--- config.mk ---
export PLATFORM = sky130hd
export DESIGN_NAME = rst_seq_gen
export DESIGN_NICKNAME = d
export VERILOG_FILES = /design/src/rtl/rst_seq_pkg.sv /design/src/rtl/rst_seq_cnt.sv /design/src/rtl/rst_seq_gen.sv
export SDC_FILE = /design/constraint.sdc
export NUM_CORES = 1
export LEC_CHECK = 0
export ABC_AREA = 1
export BUFFER_PORTS_ARGS = -buffer_cell sky130_fd_sc_hd__buf_2
export CAP_MARGIN = 30
export CORE_MARGIN = 8
export CORE_UTILIZATION = 40
export DETAILED_ROUTE_END_ITERATION = 6
export PLACE_DENSITY = 0.63
export SLEW_MARGIN = 20
export SYNTH_ARGS = -nofsm -noshare
export SYNTH_HDL_FRONTEND = slang
export SYNTH_HIERARCHICAL = 1
export SYNTH_SLANG_ARGS = --single-unit
--- constraint.sdc ---
create_clock -name clk -period 2.9 [get_ports clk]
set_input_delay 0.145 -clock clk [delete_from_list [all_inputs] [get_ports clk]]
set_output_delay 0.145 -clock clk [all_outputs]
set_load 0.05 [all_outputs]
--- src/rtl/rst_seq_pkg.sv ---
// -----------------------------------------------------------------------------
// rst_seq_pkg
// Shared types and helpers for the reset sequencer (rst_seq_gen).
//   rst_state_e : sequencer state encoding (2 bits)
//   cnt_width() : width of the shared pulse/gap counter
// -----------------------------------------------------------------------------
package rst_seq_pkg;

    typedef enum logic [1:0] {
        ST_IDLE    = 2'd0,
        ST_ASSERT  = 2'd1,
        ST_RELEASE = 2'd2,
        ST_FINISH  = 2'd3
    } rst_state_e;

    // Counter must hold the larger of the two terminal counts.
    function automatic int cnt_width(input int pulse, input int gap);
        int m;
        m = (pulse > gap) ? pulse : gap;
        return $clog2(m + 1);
    endfunction

endpackage

--- src/rtl/rst_seq_cnt.sv ---
// -----------------------------------------------------------------------------
// rst_seq_cnt
// Clearable free-running up-counter with a terminal-count compare. The caller
// selects the terminal value each cycle, so a single instance serves both the
// reset pulse width and the inter-domain release gap.
// Ports:
//   clk_i    : clock
//   arst_ni  : asynchronous active-low reset (counter -> 0)
//   clr_i    : synchronous clear (takes priority over counting)
//   term_i   : terminal value to compare against
//   cnt_o    : current count
//   tc_o     : high while cnt_o == term_i
// -----------------------------------------------------------------------------
module rst_seq_cnt #(
    parameter int W = 5
) (
    input  logic         clk_i,
    input  logic         arst_ni,
    input  logic         clr_i,
    input  logic [W-1:0] term_i,
    output logic [W-1:0] cnt_o,
    output logic         tc_o
);

    logic [W-1:0] cnt_q;
    logic [W-1:0] cnt_d;

    // Next count: clear or increment.
    always_comb begin
        cnt_d = cnt_q;
        if (clr_i) begin
            cnt_d = '0;
        end else begin
            cnt_d = cnt_q + W'(1);
        end
    end

    // Count register.
    always_ff @(posedge clk_i or negedge arst_ni) begin
        if (!arst_ni) begin
            cnt_q <= '0;
        end else begin
            cnt_q <= cnt_d;
        end
    end

    assign cnt_o = cnt_q;
    assign tc_o  = (cnt_q == term_i);

endmodule

--- src/rtl/rst_seq_gen.sv ---
// -----------------------------------------------------------------------------
// rst_seq_gen
// Reset sequencer. Holds all NUM_DOMAINS active-low resets asserted for
// PULSE_CYCLES clocks, then releases them one at a time (bit 0 first) every
// GAP_CYCLES clocks, and pulses done for one cycle after the last release.
// A sequence is started by arst_n (asynchronously forced) or by sw_rst_req
// while idle.
// Ports:
//   clk        : system clock
//   arst_n     : async active-low reset, synchronously deasserted upstream
//   sw_rst_req : single-cycle software reset request
//   rst_n_out  : registered active-low domain resets
//   busy       : registered, sequence in progress
//   done       : registered, one-cycle pulse after the last release
// Optional build macro:
//   RST_SEQ_PENDING_EN : requests seen while busy are remembered (collapsed to
//                        one) and start a new sequence straight from FINISH.
//                        Without it such requests are dropped.
// -----------------------------------------------------------------------------
module rst_seq_gen
    import rst_seq_pkg::*;
#(
    parameter int NUM_DOMAINS  = 4,
    parameter int PULSE_CYCLES = 16,
    parameter int GAP_CYCLES   = 4
) (
    input  logic                   clk,
    input  logic                   arst_n,
    input  logic                   sw_rst_req,
    output logic [NUM_DOMAINS-1:0] rst_n_out,
    output logic                   busy,
    output logic                   done
);

    localparam int CNT_W = cnt_width(PULSE_CYCLES, GAP_CYCLES);
    localparam int IDX_W = $clog2(NUM_DOMAINS) + 1;

    rst_state_e             state_q;
    logic [IDX_W-1:0]       idx_q;
    logic [NUM_DOMAINS-1:0] rst_n_out_q;
    logic                   busy_q;
    logic                   done_q;

    logic                   cnt_clr_s;
    logic [CNT_W-1:0]       cnt_term_s;
    logic [CNT_W-1:0]       cnt_s;
    logic                   cnt_tc_s;
    logic [NUM_DOMAINS-1:0] rel_mask_s;
    logic                   last_idx_s;
    logic                   restart_s;

    rst_seq_cnt #(
        .W (CNT_W)
    ) u_cnt (
        .clk_i   (clk),
        .arst_ni (arst_n),
        .clr_i   (cnt_clr_s),
        .term_i  (cnt_term_s),
        .cnt_o   (cnt_s),
        .tc_o    (cnt_tc_s)
    );

    // Terminal select: in RELEASE the first domain goes one cycle after
    // entry (terminal 0); later domains wait a full gap. The counter is
    // cleared on every hit and held at zero outside ASSERT/RELEASE.
    always_comb begin
        cnt_term_s = '0;
        cnt_clr_s  = 1'b1;
        case (state_q)
            ST_ASSERT: begin
                cnt_term_s = CNT_W'(PULSE_CYCLES - 1);
                cnt_clr_s  = cnt_tc_s;
            end
            ST_RELEASE: begin
                if (idx_q == '0) begin
                    cnt_term_s = '0;
                end else begin
                    cnt_term_s = CNT_W'(GAP_CYCLES - 1);
                end
                cnt_clr_s = cnt_tc_s;
            end
            default: begin
                cnt_term_s = '0;
                cnt_clr_s  = 1'b1;
            end
        endcase
    end

    // One-hot mask of the domain currently being released.
    always_comb begin
        rel_mask_s = '0;
        for (int i = 0; i < NUM_DOMAINS; i++) begin
            rel_mask_s[i] = (idx_q == IDX_W'(i));
        end
        last_idx_s = (idx_q == IDX_W'(NUM_DOMAINS - 1));
    end

`ifdef RST_SEQ_PENDING_EN
    logic pending_q;

    // Remember one request arriving while a sequence is running.
    always_ff @(posedge clk or negedge arst_n) begin
        if (!arst_n) begin
            pending_q <= 1'b0;
        end else if (state_q == ST_FINISH) begin
            pending_q <= 1'b0;
        end else if ((state_q != ST_IDLE) && sw_rst_req) begin
            pending_q <= 1'b1;
        end else begin
            pending_q <= pending_q;
        end
    end

    // A request in the FINISH cycle itself also counts as pending.
    assign restart_s = pending_q | sw_rst_req;
`else
    assign restart_s = 1'b0;
`endif

    // Sequencer FSM with registered outputs.
    always_ff @(posedge clk or negedge arst_n) begin
        if (!arst_n) begin
            state_q     <= ST_ASSERT;
            idx_q       <= '0;
            rst_n_out_q <= '0;
            busy_q      <= 1'b1;
            done_q      <= 1'b0;
        end else begin
            case (state_q)
                ST_IDLE: begin
                    rst_n_out_q <= {NUM_DOMAINS{1'b1}};
                    busy_q      <= 1'b0;
                    done_q      <= 1'b0;
                    idx_q       <= '0;
                    if (sw_rst_req) begin
                        state_q <= ST_ASSERT;
                    end else begin
                        state_q <= ST_IDLE;
                    end
                end
                ST_ASSERT: begin
                    rst_n_out_q <= '0;
                    busy_q      <= 1'b1;
                    done_q      <= 1'b0;
                    idx_q       <= '0;
                    if (cnt_tc_s) begin
                        state_q <= ST_RELEASE;
                    end else begin
                        state_q <= ST_ASSERT;
                    end
                end
                ST_RELEASE: begin
                    busy_q <= 1'b1;
                    done_q <= 1'b0;
                    if (cnt_tc_s) begin
                        rst_n_out_q <= rst_n_out_q | rel_mask_s;
                        if (last_idx_s) begin
                            state_q <= ST_FINISH;
                        end else begin
                            idx_q   <= idx_q + IDX_W'(1);
                            state_q <= ST_RELEASE;
                        end
                    end else begin
                        state_q <= ST_RELEASE;
                    end
                end
                ST_FINISH: begin
                    rst_n_out_q <= {NUM_DOMAINS{1'b1}};
                    busy_q      <= 1'b0;
                    done_q      <= 1'b1;
                    idx_q       <= '0;
                    if (restart_s) begin
                        state_q <= ST_ASSERT;
                    end else begin
                        state_q <= ST_IDLE;
                    end
                end
                default: begin
                    state_q     <= ST_ASSERT;
                    idx_q       <= '0;
                    rst_n_out_q <= '0;
                    busy_q      <= 1'b1;
                    done_q      <= 1'b0;
                end
            endcase
        end
    end

    assign rst_n_out = rst_n_out_q;
    assign busy      = busy_q;
    assign done      = done_q;

endmodule

==> run_results.csv, run 1 <==
group,metric,value,unit
sta,setup-tns-final,0,ps
place,portBuffers,8,
cts,cts_buffers,3,
critical_path,worstPathRequired,3070,ps
power_and_ir_drop,vdd_drop_max,0.6267,mV
critical_path,endpoint_kind,"flop",
sta,skew,4.765,ps
drt,vias,726,
cells_and_area,drive_gt1_share,14.73,%
sta,finalSetupViolations,0,
global_route,grt_pass1_wl,2.946,mm
place,dp_hpwl,1.226,mm
cells_and_area,nets,144,
cts,cts-root-buf,"clkbuf_4",
cells_and_area,layout.cells.non_filler,157,
floorplanning,die-area,4193,sq um
yosys,synthesis.area,950.9,sq um
floorplanning,rows,17,
critical_path,r2r_cells,11,
floorplanning,fp.dieH,64.76,um
yosys,yosysMostFrequentCell,"nand2_1",
yosys,synth_edf_count,0,
yosys,ys_seq_elements,16,
drt,drt-vias-per-instance,4.624,
hold_path,hold_path_class,"primary input to flop",
sta,fmax,387.1,MHz
yosys,yosysWarnings,6,
critical_path,crit_path_start_kind,"flop",
yosys,netlist_instances,115,
power_and_ir_drop,p_leak,0.5432,nW
sta,rsz0062_at_grt,"no",
place,gp_congestion,0.7519,
yosys,synth.distinct_cells,22,
drt,drt-pass1-iter-count,4,
place,dp.cells,152,
yosys,synth_top_area_share,36.84,%
yosys,ys_seq_area_share,42.37,%
yosys,synth_flop_cell,"dfrtp_1",
cts,cts_tree,"done",
floorplanning,die_w,64.76,um
cells_and_area,area_growth_syn_to_layout,11.71,%
power_and_ir_drop,powerDensity,972.8,nW/um^2
sta,fin_crit_sh,89.09,%
global_route,antenna_found_initial,0,
sta,finalMaxSlewViolations,0,
status,status,"complete, no violations",
sta,period_needed,2584,ps
cells_and_area,antenna_cells,0,
global_route,grt_max_degree,17,
floorplanning,core,2233,sq um
cells_and_area,finish.utilization,47.56,%
critical_path,worstSetupPathType,"flop to flop",
yosys,avgSynthCellArea,8.269,sq um
yosys,yosysTopAreaCell,"dfrtp_1",
sta,hold_violations,0,
job,cap_viol_max_count,0,
critical_path,crit_fanout,7,
cts,cts.clk_slew.worst_paths,90,ps
yosys,synthTopCellsByArea,"dfrtp_1 37%, ha_1 14%, nand2_1 14%, inv_1 6.7%, dfstp_2 5.5%",
yosys,synthArstFlopShare,100.0,%
global_route,grt_pass1_vias,684,
cts,insertion_delay,280,ps
hold_path,hold_depth,3,
drt,initialDrtViolationCount,24,
drt,drt_wl_total,1.642,mm
cts,cts_sinks,16,
yosys,synth_commonest_cells,"36 x nand2_1, 17 x inv_1, 14 x dfrtp_1",
global_route,grt.overflow.total,0,
cts,h-tree-depth,1,
floorplanning,start_util,42.58,%
drt,post_drt_wl_per_cell,10.46,um
critical_path,cp.arrival,2760,ps
cts,cts_buffer_depth,2,
drt,ant_nets,0,
drt,drc,0,
floorplanning,io-pin-count,9,
global_route,grt_usage,8.596,%
## flip-flops by register name, indices dropped and copies added, names as in the netlist, named ones only
| signal | flops |
|---|---|
| idx_q | 3 |
| u_cnt/cnt_o | 5 |
| busy | 1 |
| state_q | 1 |
| done | 1 |
| rst_n_out | 4 |
## cell families (layout without fill, tap and decap cells)
kind of cell             count (synthesis)  in the layout  synth area share, %
AO/OA/AOI/OAI                           13             13                8.421
XOR/XNOR                                 4              4                3.685
adder cells (fa/ha/maj)                 11             11                14.47
buffers and inverters                   19             32                8.289
flip-flops                              16             16                42.37
other                                    1              2               0.3944
AND/OR/NAND/NOR                         51             51                22.37
## where the power goes
part / switching [mW] / internal, mW / leakage [nW]
registers: 0.0485 / 0.300 / 0.208
clock network: 0.0683 / 0.0534 / 0.0150
logic: 0.384 / 0.179 / 0.320
## final cells by class
| type | instances | area (sq um) |
|---|---|---|
| Clock buffer | 4 | 26.28 |
| Fill cell | 227 | 1171 |
| Inverter | 18 | 67.56 |
| Multi-Input combinational cell | 81 | 473.0 |
| Sequential cell | 16 | 402.9 |
| Tap cell | 28 | 35.03 |
| Timing Repair Buffer | 10 | 57.56 |
## path summary, 6_finish.rpt
kind,slack [ps],endpoint,startpoint
max in group asynchronous,2300,busy,arst_n
min reg2reg,510,rst_n_out[0],rst_n_out[0]
max reg2reg,320,u_cnt/cnt_o[2],state_q[0]
min in group asynchronous,290,rst_n_out[2],arst_n
max,320,u_cnt/cnt_o[2],state_q[0]
min,50,state_q[0],sw_rst_req
## stage by stage
stage	hold WS, ps	setup WS (ps)	power (mW)	instance area [sq um]
floorplan	-150.6	597.8	0.8064	954.7
global placement	76.00	394.1	0.9127	1026
detailed placement	78.66	311.9	0.9208	1026
CTS	41.04	299.7	1.050	1062
global route	57.64	21.10	1.133	1062
finish	49.58	316.4	1.033	1062
## per-layer routing
| metal | routed length (um) | vias to the layer above | track usage [%] | part of all wire (%) |
|---|---|---|---|---|
| met1 | 816 | 332 | 11.18 | 50 |
| met2 | 724 | 11 | 12.55 | 44 |
| met5 | 0 | - | 0 | 0 |
| li1 | - | 381 | - | - |
| met3 | 87 | 2 | 3.780 | 5.3 |
| met4 | 14 | 0 | 2.452 | 0.85 |
## placed cells by master, fill, tap and decap left out, types with 2 or more instances in the layout
cell | netlist | layout
nand2_1 | 36 | 36
buf_2 | 0 | 8
ha_1 | 11 | 11
nor2_1 | 5 | 5
xnor2_1 | 3 | 3
o21ai_0 | 6 | 6
dfstp_2 | 2 | 2
inv_1 | 17 | 17
conb_1 | 1 | 2
clkbuf_4 | 0 | 3
dfrtp_1 | 14 | 14
nand3_1 | 6 | 6
o21ai_1 | 3 | 3
## critical path, stage by stage (launching register included)
cell and delay, ps:
dfstp_2 580, inv_1 70, ha_1 400, a21boi_0 360
xnor2_1 170, nand2_1 70, nor2_1 390, inv_2 100
nand2_1 140, inv_1 70, o21ai_0 70, a21oi_1 50
## timing repair
action / 4_1_cts / 5_1_grt
hold buffers: 1 / 0
hold endpoints to repair: 14 / 0
setup endpoints to repair: 0 / 0
gates resized for setup: 0 / 0
setup buffers: 0 / 0
(Power assumes the default switching activity.)
==> run 2: changes to the inputs <==
--- a/config.mk
+++ b/config.mk
@@ -12,6 +12,7 @@
 export CORE_UTILIZATION = 40
 export DETAILED_ROUTE_END_ITERATION = 6
 export PLACE_DENSITY = 0.63
+export SETUP_SLACK_MARGIN = 0.3
 export SLEW_MARGIN = 20
 export SYNTH_ARGS = -nofsm -noshare
 export SYNTH_HDL_FRONTEND = slang
==> constraint.sdc (replaced) <==
create_clock -name clk -period 2.8 [get_ports clk]
set_input_delay 0.14 -clock clk [delete_from_list [all_inputs] [get_ports clk]]
set_output_delay 0.14 -clock clk [all_outputs]
set_load 0.05 [all_outputs]
==> run 2 against run 1 <==
  * Global-route usage stayed put
  * Critical path depth stayed put
  * Sequential share of layout area down 0.40 points
  * Register-to-register slack improved by 230 ps
  * Total power is 5.9% higher
  * Largest power group unchanged
==> run_results.csv, run 2 (synthesis gave the netlist of run 1 again) <==
group,metric,value,unit
floorplanning,rows,17,
sta,rsz0062_at_grt,"no",
place,dp_slack,211.9,ps
drt,drt_wl_total,1.638,mm
cts,cts_tree,"done",
critical_path,worstSetupPathType,"flop to flop",
cells_and_area,finish.utilization,48.07,%
cts,h-tree-depth,1,
global_route,grt_pass1_wl,2.946,mm
status,status,"complete, no violations",
global_route,grt.overflow.total,0,
cells_and_area,drive_gt1_share,16.28,%
floorplanning,start_util,42.58,%
critical_path,cpPeakStageDelay,580,ps
critical_path,endpoint_kind,"flop",
sta,finalMaxSlewViolations,0,
cells_and_area,largest_register_ff_count,5,
cts,cts_buffers,3,
critical_path,cp.arrival,2420,ps
global_route,use_met3,3.780,%
cells_and_area,nets,144,
power_and_ir_drop,total_power,1.094,mW
cells_and_area,final_cell_mix,"36 x nand2_1, 17 x inv_1, 14 x dfrtp_1",
cells_and_area,final_area,1074,sq um
critical_path,crit_fanout,7,
sta,fin_crit_sh,80.45,%
job,cap_viol_max_count,0,
sta,finalWorstSetupSlack,547.4,ps
place,gp_congestion,0.7519,
drt,post_drt_wl_per_cell,10.43,um
floorplanning,io-pin-count,9,
cells_and_area,antenna_cells,0,
sta,period_needed,2253,ps
place,dp.cells,152,
sta,finalSetupViolations,0,
sta,hold_violations,0,
sta,hold-worst-slack,44.13,ps
drt,drt-pass1-iter-count,4,
global_route,busiest_layer,"met2",
global_route,grt_pass1_vias,685,
cells_and_area,layout_commonest_cell,"nand2_1",
place,post_dp_cell_area,1026,sq um
critical_path,crit_path_start_kind,"flop",
drt,ant_nets,0,
cts,cts-root-buf,"clkbuf_4",
place,dp_hpwl,1.226,mm
cts,cts_sinks,16,
floorplanning,core,2233,sq um
global_route,grt_util_met2,12.55,%
global_route,use_met1,11.18,%
power_and_ir_drop,powerDensity,1019,nW/um^2
cts,cts.clk_slew.worst_paths,90,ps
global_route,antenna_found_initial,0,
global_route,grt_usage,8.596,%
power_and_ir_drop,vdd_drop_max,0.6534,mV
global_route,grt_max_degree,17,
cts,cts_buffer_depth,2,
drt,drt-vias-per-instance,4.573,
place,portBuffers,8,
sta,skew,4.153,ps
cts,insertion_delay,280,ps
hold_path,hold_path_class,"primary input to flop",
critical_path,crit_buf_inv,3,
cells_and_area,layout.cells.non_filler,157,
sta,setup-tns-final,0,ps
floorplanning,fp.dieH,64.76,um
critical_path,crit_family,"flip-flops",
sta,fmax,443.9,MHz
power_and_ir_drop,p_leak,0.5442,nW
cts,post-cts-setup-buffers,0,
critical_path,cp_slowest_cell,"dfstp_2",
drt,initialDrtViolationCount,19,
floorplanning,die_w,64.76,um
critical_path,cp_cell_sequence,"inv_1 -> ha_1 -> a21boi_2 -> xnor2_1 -> nand2_1 -> nor2_4 -> inv_2 -> nand2_1 -> inv_1 -> o21ai_0 -> a21oi_1",
critical_path,worstPathRequired,2970,ps
cells_and_area,area_growth_syn_to_layout,12.89,%
drt,vias,718,
floorplanning,die-area,4193,sq um
drt,drc,0,
## run 2: routing by layer
metal | up-vias | part of all wire [%]
li1 | 379 | -
met3 | 2 | 5.1
met4 | 0 | 0.85
met2 | 9 | 44
met1 | 328 | 50
met5 | - | 0
## run 2: final timing paths
kind / slack (ps) / start / cells past startpoint / endpoint
max: 550 / state_q[0] / 11 / u_cnt/cnt_o[2]
min: 40 / sw_rst_req / 3 / state_q[0]
max reg2reg: 550 / state_q[0] / 11 / u_cnt/cnt_o[2]
min reg2reg: 510 / rst_n_out[0] / 2 / rst_n_out[0]
max in group asynchronous: 2200 / arst_n / 2 / busy
min in group asynchronous: 290 / arst_n / 2 / rst_n_out[2]
## run 2: repair_timing
action                                 in CTS  in global routing
endpoints found under the hold margin      14                  0
pin swaps                                   0                  0
hold buffers                                1                  0
resized for setup                           1                  3
gates cloned                                0                  0
setup endpoints to repair                   9                 13
## run 2: cell type report
class,instances,area (sq um)
fill,223,1160
timing repair buffer,10,57.56
inverter,18,67.56
tap,28,35.03
multi-input combinational,81,484.2
sequential,16,402.9
clock buffer,4,26.28
## run 2: where the power goes
| group | total (mW) | internal, mW | leakage (nW) | switching (mW) |
|---|---|---|---|---|
| sequential | 0.361 | 0.311 | 0.208 | 0.0499 |
| combinational | 0.607 | 0.195 | 0.321 | 0.412 |
| clock | 0.126 | 0.0553 | 0.0150 | 0.0709 |
| total | 1.09 | 0.561 | 0.544 | 0.533 |
## run 2: tightest hold or removal path, stage by stage
cell     delay [ps]
buf_2            90
nand2_1          40
o21ai_1          50
==> run 3: changes to the inputs <==
==> constraint.sdc (replaced) <==
create_clock -name clk -period 2.3 [get_ports clk]
set_input_delay 0.115 -clock clk [delete_from_list [all_inputs] [get_ports clk]]
set_output_delay 0.115 -clock clk [all_outputs]
set_load 0.05 [all_outputs]
==> run 3 against run 2 <==
  * Wire length is 8.9% higher
  * Combinational power is 50% higher
  * Flip-flop and latch count stayed put
  * Register-to-register slack worse by 300 ps
  * Sequential share of layout area is 2.7 points lower
  * Largest cell class unchanged
==> run_results.csv, run 3 (synthesis gave the netlist of run 1 again) <==
group,metric,value,unit
floorplanning,start_util,42.58,%
cells_and_area,antenna_cells,0,
drt,drt-vias-per-instance,4.644,
critical_path,endpoint_kind,"flop",
cts,cts_buffer_depth,2,
sta,finalSetupViolations,0,
global_route,grt_pass1_vias,684,
cts,cts-root-buf,"clkbuf_4",
sta,fin_crit_sh,89.07,%
hold_path,hold_path_class,"primary input to flop",
drt,post_drt_wl_per_cell,10.94,um
critical_path,worstSetupPathType,"flop to flop",
cts,cts_buffers,3,
floorplanning,io-pin-count,9,
sta,rsz0062_at_grt,"yes",
power_and_ir_drop,powerDensity,1289,nW/um^2
cts,insertion_delay,280,ps
hold_path,min_to,"state_q[0]",
cts,cts_tree,"done",
cts,h-tree-depth,1,
sta,fmax,488.1,MHz
floorplanning,fp.dieH,64.76,um
drt,initialDrtViolationCount,21,
hold_path,hold_depth,3,
sta,finalMaxSlewViolations,0,
status,status,"complete, no violations",
place,gp_congestion,0.7855,
critical_path,worstPathRequired,2510,ps
power_and_ir_drop,p_leak,0.5839,nW
cells_and_area,layout.cells.non_filler,163,
drt,drt_wl_total,1.783,mm
cells_and_area,nets,151,
floorplanning,core,2233,sq um
critical_path,rrSetupSlack,250,ps
cts,cts_sinks,16,
cells_and_area,area_growth_syn_to_layout,21.71,%
cells_and_area,multiInputGateArea,519.2,sq um
global_route,antenna_found_initial,0,
drt,drt-pass1-iter-count,4,
place,dp_hpwl,1.303,mm
job,cap_viol_max_count,0,
cells_and_area,final_cell_mix,"35 x nand2_1, 16 x inv_1, 14 x dfrtp_1",
critical_path,r2r_cells,10,
cells_and_area,drive_gt1_share,23.70,%
global_route,grt_usage,9.007,%
critical_path,cp.arrival,2250,ps
floorplanning,die-area,4193,sq um
global_route,grt_pass1_wl,3.022,mm
drt,ant_nets,0,
sta,period_needed,2049,ps
power_and_ir_drop,total_power,1.492,mW
place,dp.cells,152,
floorplanning,die_w,64.76,um
critical_path,crit_fanout,4,
cells_and_area,largest_register_ff_count,5,
drt,drc,0,
global_route,grt.overflow.total,0,
critical_path,r2r_start,"state_q[0]",
critical_path,crit_path_start_kind,"flop",
hold_path,hold_start,"sw_rst_req",
cells_and_area,fill_cells,224,
sta,skew,2.410,ps
power_and_ir_drop,vdd_drop_max,1.025,mV
global_route,grt_max_degree,17,
place,portBuffers,8,
drt,vias,757,
floorplanning,rows,17,
sta,hold_violations,0,
sta,setup-tns-final,0,ps
cells_and_area,regArea,402.9,sq um
cts,cts.clk_slew.worst_paths,80,ps
cells_and_area,layout_commonest_cell,"nand2_1",
critical_path,reg2reg_to,"state_q[0]",
-- run 3: through the flow --
step                      hold WS (ps)  util, %  setup slack, ps  instance area, sq um
after floorplan                 -180.6        -            316.9                 985.9
after global placement           48.51    47.34            263.9                  1057
after detailed placement         51.13    47.34            180.7                  1057
after CTS                        31.78    50.70            271.5                  1132
after global routing             47.37    51.82            160.2                  1157
final                            41.23    51.82            251.4                  1157
-- run 3: power by group --
part	internal [mW]	total [mW]	switching (mW)
Clock	0.0607	0.139	0.0778
Sequential	0.378	0.443	0.0650
Combinational	0.350	0.910	0.561
-- run 3: worst max-delay path by stage --
stage	startpoint	endpoint	cells after the start
2_1_floorplan	state_q[0]	u_cnt/cnt_o[2]	13
3_3_place_gp	state_q[0]	u_cnt/cnt_o[2]	11
3_5_place_dp	state_q[0]	u_cnt/cnt_o[2]	11
4_1_cts	flop	idx_q[0]	11
5_1_grt	state_q[0]	state_q[0]	10
6_report	state_q[0]	state_q[0]	10
-- run 3: layout make-up --
cell class	count	area share [%]
multi-input cells	81	44.86
flip-flops and latches	16	34.81
repair buffers	17	9.514
inverters	18	5.838
well taps	28	3.027
clock buffers	3	1.946
-- run 3: worst max-delay path: stages, from the launching register on --
cell	delay [ps]
dfstp_2	600
inv_2	70
ha_4	260
a21boi_4	180
xnor2_1	140
nand2_1	110
nor2_4	150
buf_4	140
buf_4	110
o21ai_0	60
o21ai_1	150
-- run 3: repair_timing --
item,CTS,global route
resized for setup,3,1
hold buffers,1,0
pin swaps,4,2
endpoints found under the setup margin,11,10
endpoints found under the hold margin,14,0
buffers inserted,5,2
-- run 3: layer usage --
| metal | wire (um) | vias to the layer above | share of wire [%] | global-route usage (%) |
|---|---|---|---|---|
| met3 | 105 | 2 | 5.9 | 4.467 |
| met5 | 0 | - | 0 | 0 |
| met1 | 802 | 352 | 45 | 10.85 |
| met2 | 856 | 12 | 48 | 13.66 |
| met4 | 18 | 0 | 1.0 | 2.997 |
| li1 | - | 391 | - | - |
